===== config.mk =====
export PLATFORM = sky130hd
export DESIGN_NAME = disp_scheduler
export DESIGN_NICKNAME = d
export VERILOG_FILES = /design/src/rtl/disp_scheduler.sv
export SDC_FILE = /design/constraint.sdc
export NUM_CORES = 1
export LEC_CHECK = 0
export BUFFER_PORTS_ARGS = -buffer_cell sky130_fd_sc_hd__buf_2
export CORE_MARGIN = 10
export CORE_UTILIZATION = 40
export DETAILED_ROUTE_END_ITERATION = 6
export SYNTH_ARGS = -nofsm -noshare
export SYNTH_HDL_FRONTEND = slang
export SYNTH_SLANG_ARGS = --single-unit

===== constraint.sdc =====
create_clock -name clk -period 2.5 [get_ports clk]
set_input_delay 0.75 -clock clk [delete_from_list [all_inputs] [get_ports clk]]
set_output_delay 0.75 -clock clk [all_outputs]
set_load 0.005 [all_outputs]

===== src/rtl/disp_scheduler.sv =====
// Round-robin scheduler that time-multiplexes NUM_SRC 16-bit debug words onto
// one 7-segment display input, with fixed dwell, blank gaps, hold and manual advance.
module disp_scheduler #(
  parameter int NUM_SRC      = 4,
  parameter int DWELL_CYCLES = 50_000_000,
  parameter int BLANK_CYCLES = 5_000_000
) (
  input  logic                       clk,
  input  logic                       reset,
  input  logic [16*NUM_SRC-1:0]      src_data,
  input  logic [NUM_SRC-1:0]         src_req,
  input  logic                       hold,
  input  logic                       next,
  output logic [15:0]                disp_data,
  output logic [$clog2(NUM_SRC)-1:0] disp_sel,
  output logic                       disp_valid,
  output logic                       sel_change
);
  localparam int SW = $clog2(NUM_SRC);
  localparam int DW = $clog2(DWELL_CYCLES);
  localparam int BW = (BLANK_CYCLES > 1) ? $clog2(BLANK_CYCLES) : 1;
  localparam logic [DW-1:0] DWELL_LAST = DW'(DWELL_CYCLES - 1);
  localparam logic [BW-1:0] BLANK_LAST = BW'(BLANK_CYCLES - 1);

  typedef enum logic [1:0] {IDLE = 2'd0, SHOW = 2'd1, BLANK = 2'd2} state_t;

  typedef struct packed {
    logic          found;
    logic [SW-1:0] idx;
  } rr_t;

  // Scan from+1 .. from (wrapping); iterating backwards lets the nearest hit win.
  function automatic rr_t rr(input logic [SW-1:0] from, input logic [NUM_SRC-1:0] req);
    rr_t res;
    int  pos;
    res.found = 1'b0;
    res.idx   = from;
    for (int k = NUM_SRC; k >= 1; k--) begin
      pos = int'(from) + k;
      if (pos >= NUM_SRC) pos = pos - NUM_SRC;
      if (req[SW'(pos)]) begin
        res.found = 1'b1;
        res.idx   = SW'(pos);
      end
    end
    return res;
  endfunction

  logic [15:0] src_word [NUM_SRC];

  generate
    for (genvar gi = 0; gi < NUM_SRC; gi++) begin : g_word
      assign src_word[gi] = src_data[16*gi +: 16];
    end
  endgenerate

  state_t        state_q, state_d;
  logic [SW-1:0] sel_q, sel_d;
  logic [SW-1:0] nxt_q, nxt_d;
  logic [DW-1:0] dwell_cnt_q, dwell_cnt_d;
  logic [BW-1:0] blank_cnt_q, blank_cnt_d;
  logic [15:0]   disp_data_q, disp_data_d;
  logic          disp_valid_q, disp_valid_d;
  logic          sel_change_q, sel_change_d;

  rr_t  rr_sel;
  rr_t  rr_nxt;
  logic advance;

  always_comb begin
    state_d      = state_q;
    sel_d        = sel_q;
    nxt_d        = nxt_q;
    dwell_cnt_d  = dwell_cnt_q;
    blank_cnt_d  = blank_cnt_q;
    sel_change_d = 1'b0;
    rr_sel       = rr(sel_q, src_req);
    rr_nxt       = rr(nxt_q, src_req);
    advance      = (dwell_cnt_q == DWELL_LAST) || next || !src_req[sel_q];

    case (state_q)
      IDLE: begin
        if (rr_sel.found) begin
          sel_d        = rr_sel.idx;
          dwell_cnt_d  = '0;
          sel_change_d = 1'b1;
          state_d      = SHOW;
        end
      end
      SHOW: begin
        if (advance) begin
          if (!rr_sel.found) begin
            state_d = IDLE;
          end else if (rr_sel.idx == sel_q) begin
            dwell_cnt_d = '0;
          end else begin
            nxt_d       = rr_sel.idx;
            blank_cnt_d = '0;
            state_d     = BLANK;
          end
        end else if (!hold) begin
          dwell_cnt_d = dwell_cnt_q + DW'(1);
        end
      end
      BLANK: begin
        if (blank_cnt_q == BLANK_LAST) begin
          // Target may have withdrawn during the gap; fall back to the next requester.
          if (src_req[nxt_q]) begin
            sel_d        = nxt_q;
            dwell_cnt_d  = '0;
            sel_change_d = 1'b1;
            state_d      = SHOW;
          end else if (rr_nxt.found) begin
            sel_d        = rr_nxt.idx;
            dwell_cnt_d  = '0;
            sel_change_d = 1'b1;
            state_d      = SHOW;
          end else begin
            state_d = IDLE;
          end
        end else begin
          blank_cnt_d = blank_cnt_q + BW'(1);
        end
      end
      default: state_d = IDLE;
    endcase

    disp_valid_d = (state_d == SHOW);
    disp_data_d  = (state_d == SHOW) ? src_word[sel_d] : 16'h0000;
  end

  always_ff @(posedge clk) begin
    if (!reset) begin
      state_q      <= IDLE;
      sel_q        <= '0;
      nxt_q        <= '0;
      dwell_cnt_q  <= '0;
      blank_cnt_q  <= '0;
      disp_data_q  <= 16'h0000;
      disp_valid_q <= 1'b0;
      sel_change_q <= 1'b0;
    end else begin
      state_q      <= state_d;
      sel_q        <= sel_d;
      nxt_q        <= nxt_d;
      dwell_cnt_q  <= dwell_cnt_d;
      blank_cnt_q  <= blank_cnt_d;
      disp_data_q  <= disp_data_d;
      disp_valid_q <= disp_valid_d;
      sel_change_q <= sel_change_d;
    end
  end

  assign disp_data  = disp_data_q;
  assign disp_sel   = sel_q;
  assign disp_valid = disp_valid_q;
  assign sel_change = sel_change_q;

endmodule


-- Word level (Yosys, flattened, before mapping)
Cells that the tools add are included.
- output and inout bits: 20
- input port bits: 72
- register bits: 73
- logic and storage cells: 152
- bitwise operators: 2
- reductions and logical operators: 10
- multiplexer cells: 79
- eq/ne operators: 16
- order comparisons: 19
- add/subtract/negate cells: 18
- operators by type and width (operator ; count):
    2-to-1 mux 26 bit ; 8
    2-to-1 mux 23 bit ; 4
    case mux 26 bit (3 select lines) ; 1
    case mux 23 bit (2 select lines) ; 1
    2-to-1 mux 2 bit ; 17
    binary-select mux 16 bit (select 2 bit) ; 1
    less-than comparator 2 x 4 -> 1 bit, second input constant ; 8
    2-to-1 mux 16 bit ; 2
    adder 26 x 1 -> 26 bit, second input constant ; 1
    equality test 26 bit, second input constant ; 1
    2-to-1 mux 1 bit ; 24
    2-to-1 mux 3 bit ; 8
    adder 23 x 1 -> 23 bit, second input constant ; 1
    equality test 23 bit, second input constant ; 1
    >= comparator 3 bit, second input constant ; 7
    binary-select mux 1 bit (select 2 bit) ; 10
    subtractor 2 x 1 -> 2 bit, second input constant ; 8
    adder 2 x 2 -> 3 bit, second input constant ; 4
    inequality test 2 bit, second input constant ; 6
    inequality test 3 bit, second input constant ; 4
    adder 2 x 3 -> 4 bit, second input constant ; 2
    >= comparator 4 x 3 -> 1 bit, second input constant ; 2
    AND reduction 7 bit ; 1
    adder 2 x 1 -> 3 bit, second input constant ; 2
    other kinds (17) ; 20

-- Longest topological paths before layout
- depth after elaboration: 18
- depth in mapped cells: 11
- depth with buffers taken out: 8

-- Least setup slack after synthesis
OpenSTA, ideal clock, no wires.
- kind: input -> register
- start: input src_req[1]
- end: register disp_data_q[0], in the netlist disp_data[0]
- arrival: 2.562 ns
- setup time: 0.127 ns
- data required time: 2.373 ns
- path slack: -0.190 ns
- path buffers: 3
- cell stages on the path: 8
- cells stage by stage: clkbuf_1 > nor4_1 > or3_1 > o221a_2 > clkbuf_1 > buf_2 > mux2i_1 > o22ai_1
- longest elaborated chain between the ends: 15
- elaborated cells between the ends (all ways): 58
- those cells by class: eq/ne: 2; mux: 52; bitwise: 1; reduce/logical: 3
- RTL lines (what ; line ; source):
    start: declaration ; 11 ; input logic [NUM_SRC-1:0] src_req,
    binary-select mux 1 bit (select 2 bit) ; 41 ; if (req[SW'(pos)]) begin
    2-to-1 mux 1 bit (not written as such) (2 in series) ; 41 ;
    2-to-1 mux 3 bit (4 in series) ; 41 ;
    2-to-1 mux 2 bit ; 113 ; end else if (rr_nxt.found) begin
    2-to-1 mux 2 bit ; 108 ; if (src_req[nxt_q]) begin
    2-to-1 mux 2 bit ; 106 ; if (blank_cnt_q == BLANK_LAST) begin
    case mux 2 bit (2 select lines) ; 81 ; case (state_q)
    inverter 2 -> 3 bit (not written as such) ; 129 ; disp_data_d = (state_d == SHOW) ? src_word[sel_d] : 16'h0000;
    binary-select mux 16 bit (select 2 bit) ; 129 ;
    2-to-1 mux 16 bit (not written as such) (2 in series) ; 129 ;
    end signal: assignment ; 148 ; disp_data_q <= disp_data_d;
    end: declaration ; 62 ; logic [15:0] disp_data_q, disp_data_d;
Several ways; a longest one is shown, not always the timed one. The select of a mux whose other input is x is not followed.
A chain may end at the register's enable or synchronous reset.

-- Final worst setup path
- start: register blank_cnt_q[15]
- end: register disp_data_q[6], in the netlist disp_data[6]
- longest elaborated chain between the ends: 7
- elaborated cells between the ends (all ways): 11
- those cells by class: eq/ne: 2; mux: 7; bitwise: 1; reduce/logical: 1
- RTL lines (what ; line ; source):
    start: declaration ; 61 ; logic [BW-1:0] blank_cnt_q, blank_cnt_d;
    start signal: assignment ; 147 ; blank_cnt_q <= blank_cnt_d;
    equality test 23 bit (*) ; 106 ;
    2-to-1 mux 2 bit ; 106 ;
    case mux 2 bit (2 select lines) ; 81 ;
    inverter 2 -> 3 bit (not written as such) ; 129 ;
    binary-select mux 16 bit (select 2 bit) ; 129 ;
    2-to-1 mux 16 bit (not written as such) (2 in series) ; 129 ;
Every way passes the cells marked *; elsewhere a longest branch is shown, timed or not. The select of a mux whose other input is x is not followed.

==> metrics.txt <==
status=complete, no violations; M1 WL=4.720 mm; buffers and inverters on the worst path=2; H-tree depth=3; DR pass1 iterations=4; All-Layer GR Usage=0.1430; critical-path cell list=buf_4 > nor4b_1 > and4_4 > mux2i_1 > o221a_2 > clkbuf_16 > mux2i_1 > o22ai_1; dpl hpwl=7.799 mm; area of the die=0.01409 mm2; Slew @ Worst Pin=0.5128 ns; gpl congestion=0.8223; vias per cell=5.177; Fmax=409.3 MHz; clock slew seen by the registers of the worst setup and hold paths=0.07 ns; Finished Cell Area=0.005191 mm2; WL met2=5.281 mm; Tcrit/Tclk final=0.9773; diodes inserted=0; CP delay by family, top=simple AND/OR/NAND/NOR gates; Initial Util=0.4158; ANT nets after route=0; min cycle time layout=2.443 ns; Port Buffers=91; first-pass GRT wire length=17.11 mm; total wire length=10.67 mm; fillcell total=880; placed cells=690; Peak supply drop=0.4797 mV; met3 routed WL=569 um; syn_nets=526; Die H=118.7 um; initial antenna violation count=0; overflow left after global routing=0; clk buf depth=2; Hold Crit Endpoint=dwell_cnt_q[1]; Hold Path Depth=2; Netlist cell types=49; num rows=35; Worst path slowest cell=nor4b_1; clk_skew=0.01224 ns; R2R setup slack=0.06 ns; synth-to-layout area growth=33.24%; CP Launch Type=flip-flop; Hold Worst Slack=0.5005 ns; max-slew headroom at the worst pin=0.6572; vias in the first global route=3679; Crit path top cell by count=mux2i_1; Post-Syn Area=0.003896 mm2; total CTS buffers=9; clock root cell=clkbuf_8; Die X=118.7 um; DR top layer=met4; yosys warns=0; CTS tree=done; max incr delay on CP=0.43 ns; Max Slew Vio Count=0; hold_buf cts=0; Post-layout nets=649; Critical Path RT=2.74 ns; Ports=92; Setup Viol. Count Final=0; Pwr Density=687.8 mW/mm2; RSZ-0062 raised after global routing=yes; R2R depth=8; reg2reg end=disp_data[6]; Fin. Hold Viols=0; worst-path maximum fanout=12; MaxCap Viol Count=0; Core ar.=0.009371 mm2; WP depth=8; CP Capture Type=flip-flop; Worst R2R Start=blank_cnt_q[15]; class of the worst hold path=flip-flop to flip-flop; wire per inst=15.07 um; Layout Utilization=0.5539; Cells after Synth=452; share of cells above drive strength 1=0.3299; Yosys reg bits=73; DR iter-0 viols=305; HP Start=dwell_cnt_q[1]; Vias=3665; number of synthesized flops with an enable pin=0; # clock sinks=73; leakage=2.073 nW; critical path class=flip-flop to flip-flop; register area share after synthesis=0.3751; Final Non-Filler Cells=708; Main synth FF type=dfxtp_1; worst skew pair latency=0.36 ns; drc violations=0; placed instance area=0.004808 mm2; Post-Syn Area per Cell=8.620 um2; async set or reset register ratio after synthesis=0; WP data arrival=2.69 ns; largest net degree at the start of global routing=25
[worst max-delay path by stage]
stage,startpoint,endpoint,slack (ns)
2_1_floorplan,src_req[1],disp_data[3],0.03
3_3_place_gp,src_req[3],blank_cnt_q[22],-0.13
3_5_place_dp,src_req[3],blank_cnt_q[22],-0.15
4_1_cts,blank_cnt_q[0],disp_data[6],0.001
5_1_grt,dwell_cnt_q[10],blank_cnt_q[22],-0.01
6_report,blank_cnt_q[15],disp_data[6],0.06
[sequential cells by signal, indices dropped and copies added, names as in the netlist]
name and count:
blank_cnt_q 23, disp_data 16, disp_sel 2, disp_valid 1
dwell_cnt_q 26, nxt_q 2, sel_change 1, state_q 2
[synth_stat cells, drive strengths merged, types with 2 or more instances]
cell / count / share of area
nand2: 24 / 0.023
ha: 2 / 0.0064
o21ai: 10 / 0.014
nor2: 66 / 0.064
a31oi: 7 / 0.015
xnor2: 41 / 0.092
xor2: 5 / 0.011
and2: 4 / 0.0064
and4: 3 / 0.0067
nor3: 24 / 0.031
or3: 6 / 0.0096
nand4: 11 / 0.018
nor3b: 4 / 0.0077
buf: 13 / 0.018
inv: 9 / 0.0087
a21oi: 6 / 0.0077
or4b: 2 / 0.0051
and3: 8 / 0.013
or4: 3 / 0.0067
mux2i: 38 / 0.098
nor4b: 3 / 0.0067
nand2b: 8 / 0.013
dfxtp: 73 / 0.38
nor4: 17 / 0.039
nand3: 15 / 0.019
o22ai: 17 / 0.027
clkbuf: 14 / 0.013
nor2b: 4 / 0.0064
a211oi: 2 / 0.0039
[timing repair]
action                                  4_1_cts  5_1_grt
pin swaps                                     1        3
resized for setup                             1       26
cloned                                        0        2
buffers inserted                              0        1
endpoints found under the setup margin        7       39
[cell type report]
type | count | area, um2 | area share
tap | 129 | 161.4 | 0.03109
clock inverter | 5 | 80.08 | 0.01543
clock buffer | 10 | 137.6 | 0.02651
sequential | 73 | 1465 | 0.2822
inverter | 9 | 33.78 | 0.006508
timing repair buffer | 139 | 933.4 | 0.1798
multi-input combinational | 343 | 2380 | 0.4584
[layout by cell type (no fill, tap or decap), types with 9 or more instances in the layout]
| master | netlist | routed |
|---|---|---|
| nand3_1 | 15 | 15 |
| dfxtp_1 | 73 | 70 |
| o22ai_1 | 17 | 17 |
| buf_4 | 0 | 39 |
| inv_1 | 9 | 9 |
| xnor2_1 | 41 | 41 |
| nor3_1 | 24 | 19 |
| clkbuf_8 | 0 | 10 |
| nand2_1 | 24 | 22 |
| nor2_1 | 66 | 64 |
| buf_2 | 12 | 91 |
| mux2i_1 | 38 | 37 |
| nand4_1 | 11 | 11 |
[power breakdown]
part           internal, mW  switching [mW]  leakage [nW]
Combinational         0.611           0.602          1.37
Sequential             1.27          0.0575         0.595
Clock                 0.581           0.444         0.104
Total                  2.47            1.10          2.07
[logic make-up (layout without fill, tap and decap cells)]
kind of cell | Yosys count | count (layout) | share of synthesized area
compound gates | 50 | 50 | 0.08767
mux | 39 | 39 | 0.1034
fa+ha+maj | 2 | 2 | 0.006422
xor+xnor | 46 | 46 | 0.1034
flops | 73 | 73 | 0.3751
simple gates | 206 | 206 | 0.2836
buf+inv | 36 | 163 | 0.04046
[stage by stage]
stage               TNS [ns]  power, mW  worst slack, ns
finish                     0      3.571          0.05665
global route        -0.06276      3.753        -0.009958
CTS                        0      3.501         0.001297
detailed placement    -3.382      2.466          -0.1487
global placement      -2.079      2.449          -0.1296
floorplan                  0      2.024          0.02705
[per-layer routing]
layer / GRT usage / vias up
li1: - / 1847
met1: 0.1637 / 1721
met2: 0.2445 / 88
met3: 0.05331 / 9
met4: 0.03740 / 0
met5: 0 / -
[tightest hold or removal path, cell delays in order (launching register included)]
cell and delay, ns:
dfxtp_1 0.32, o21ai_0 0.07, a21oi_1 0.06
No activity file was read; power rests on OpenSTA's default activity.
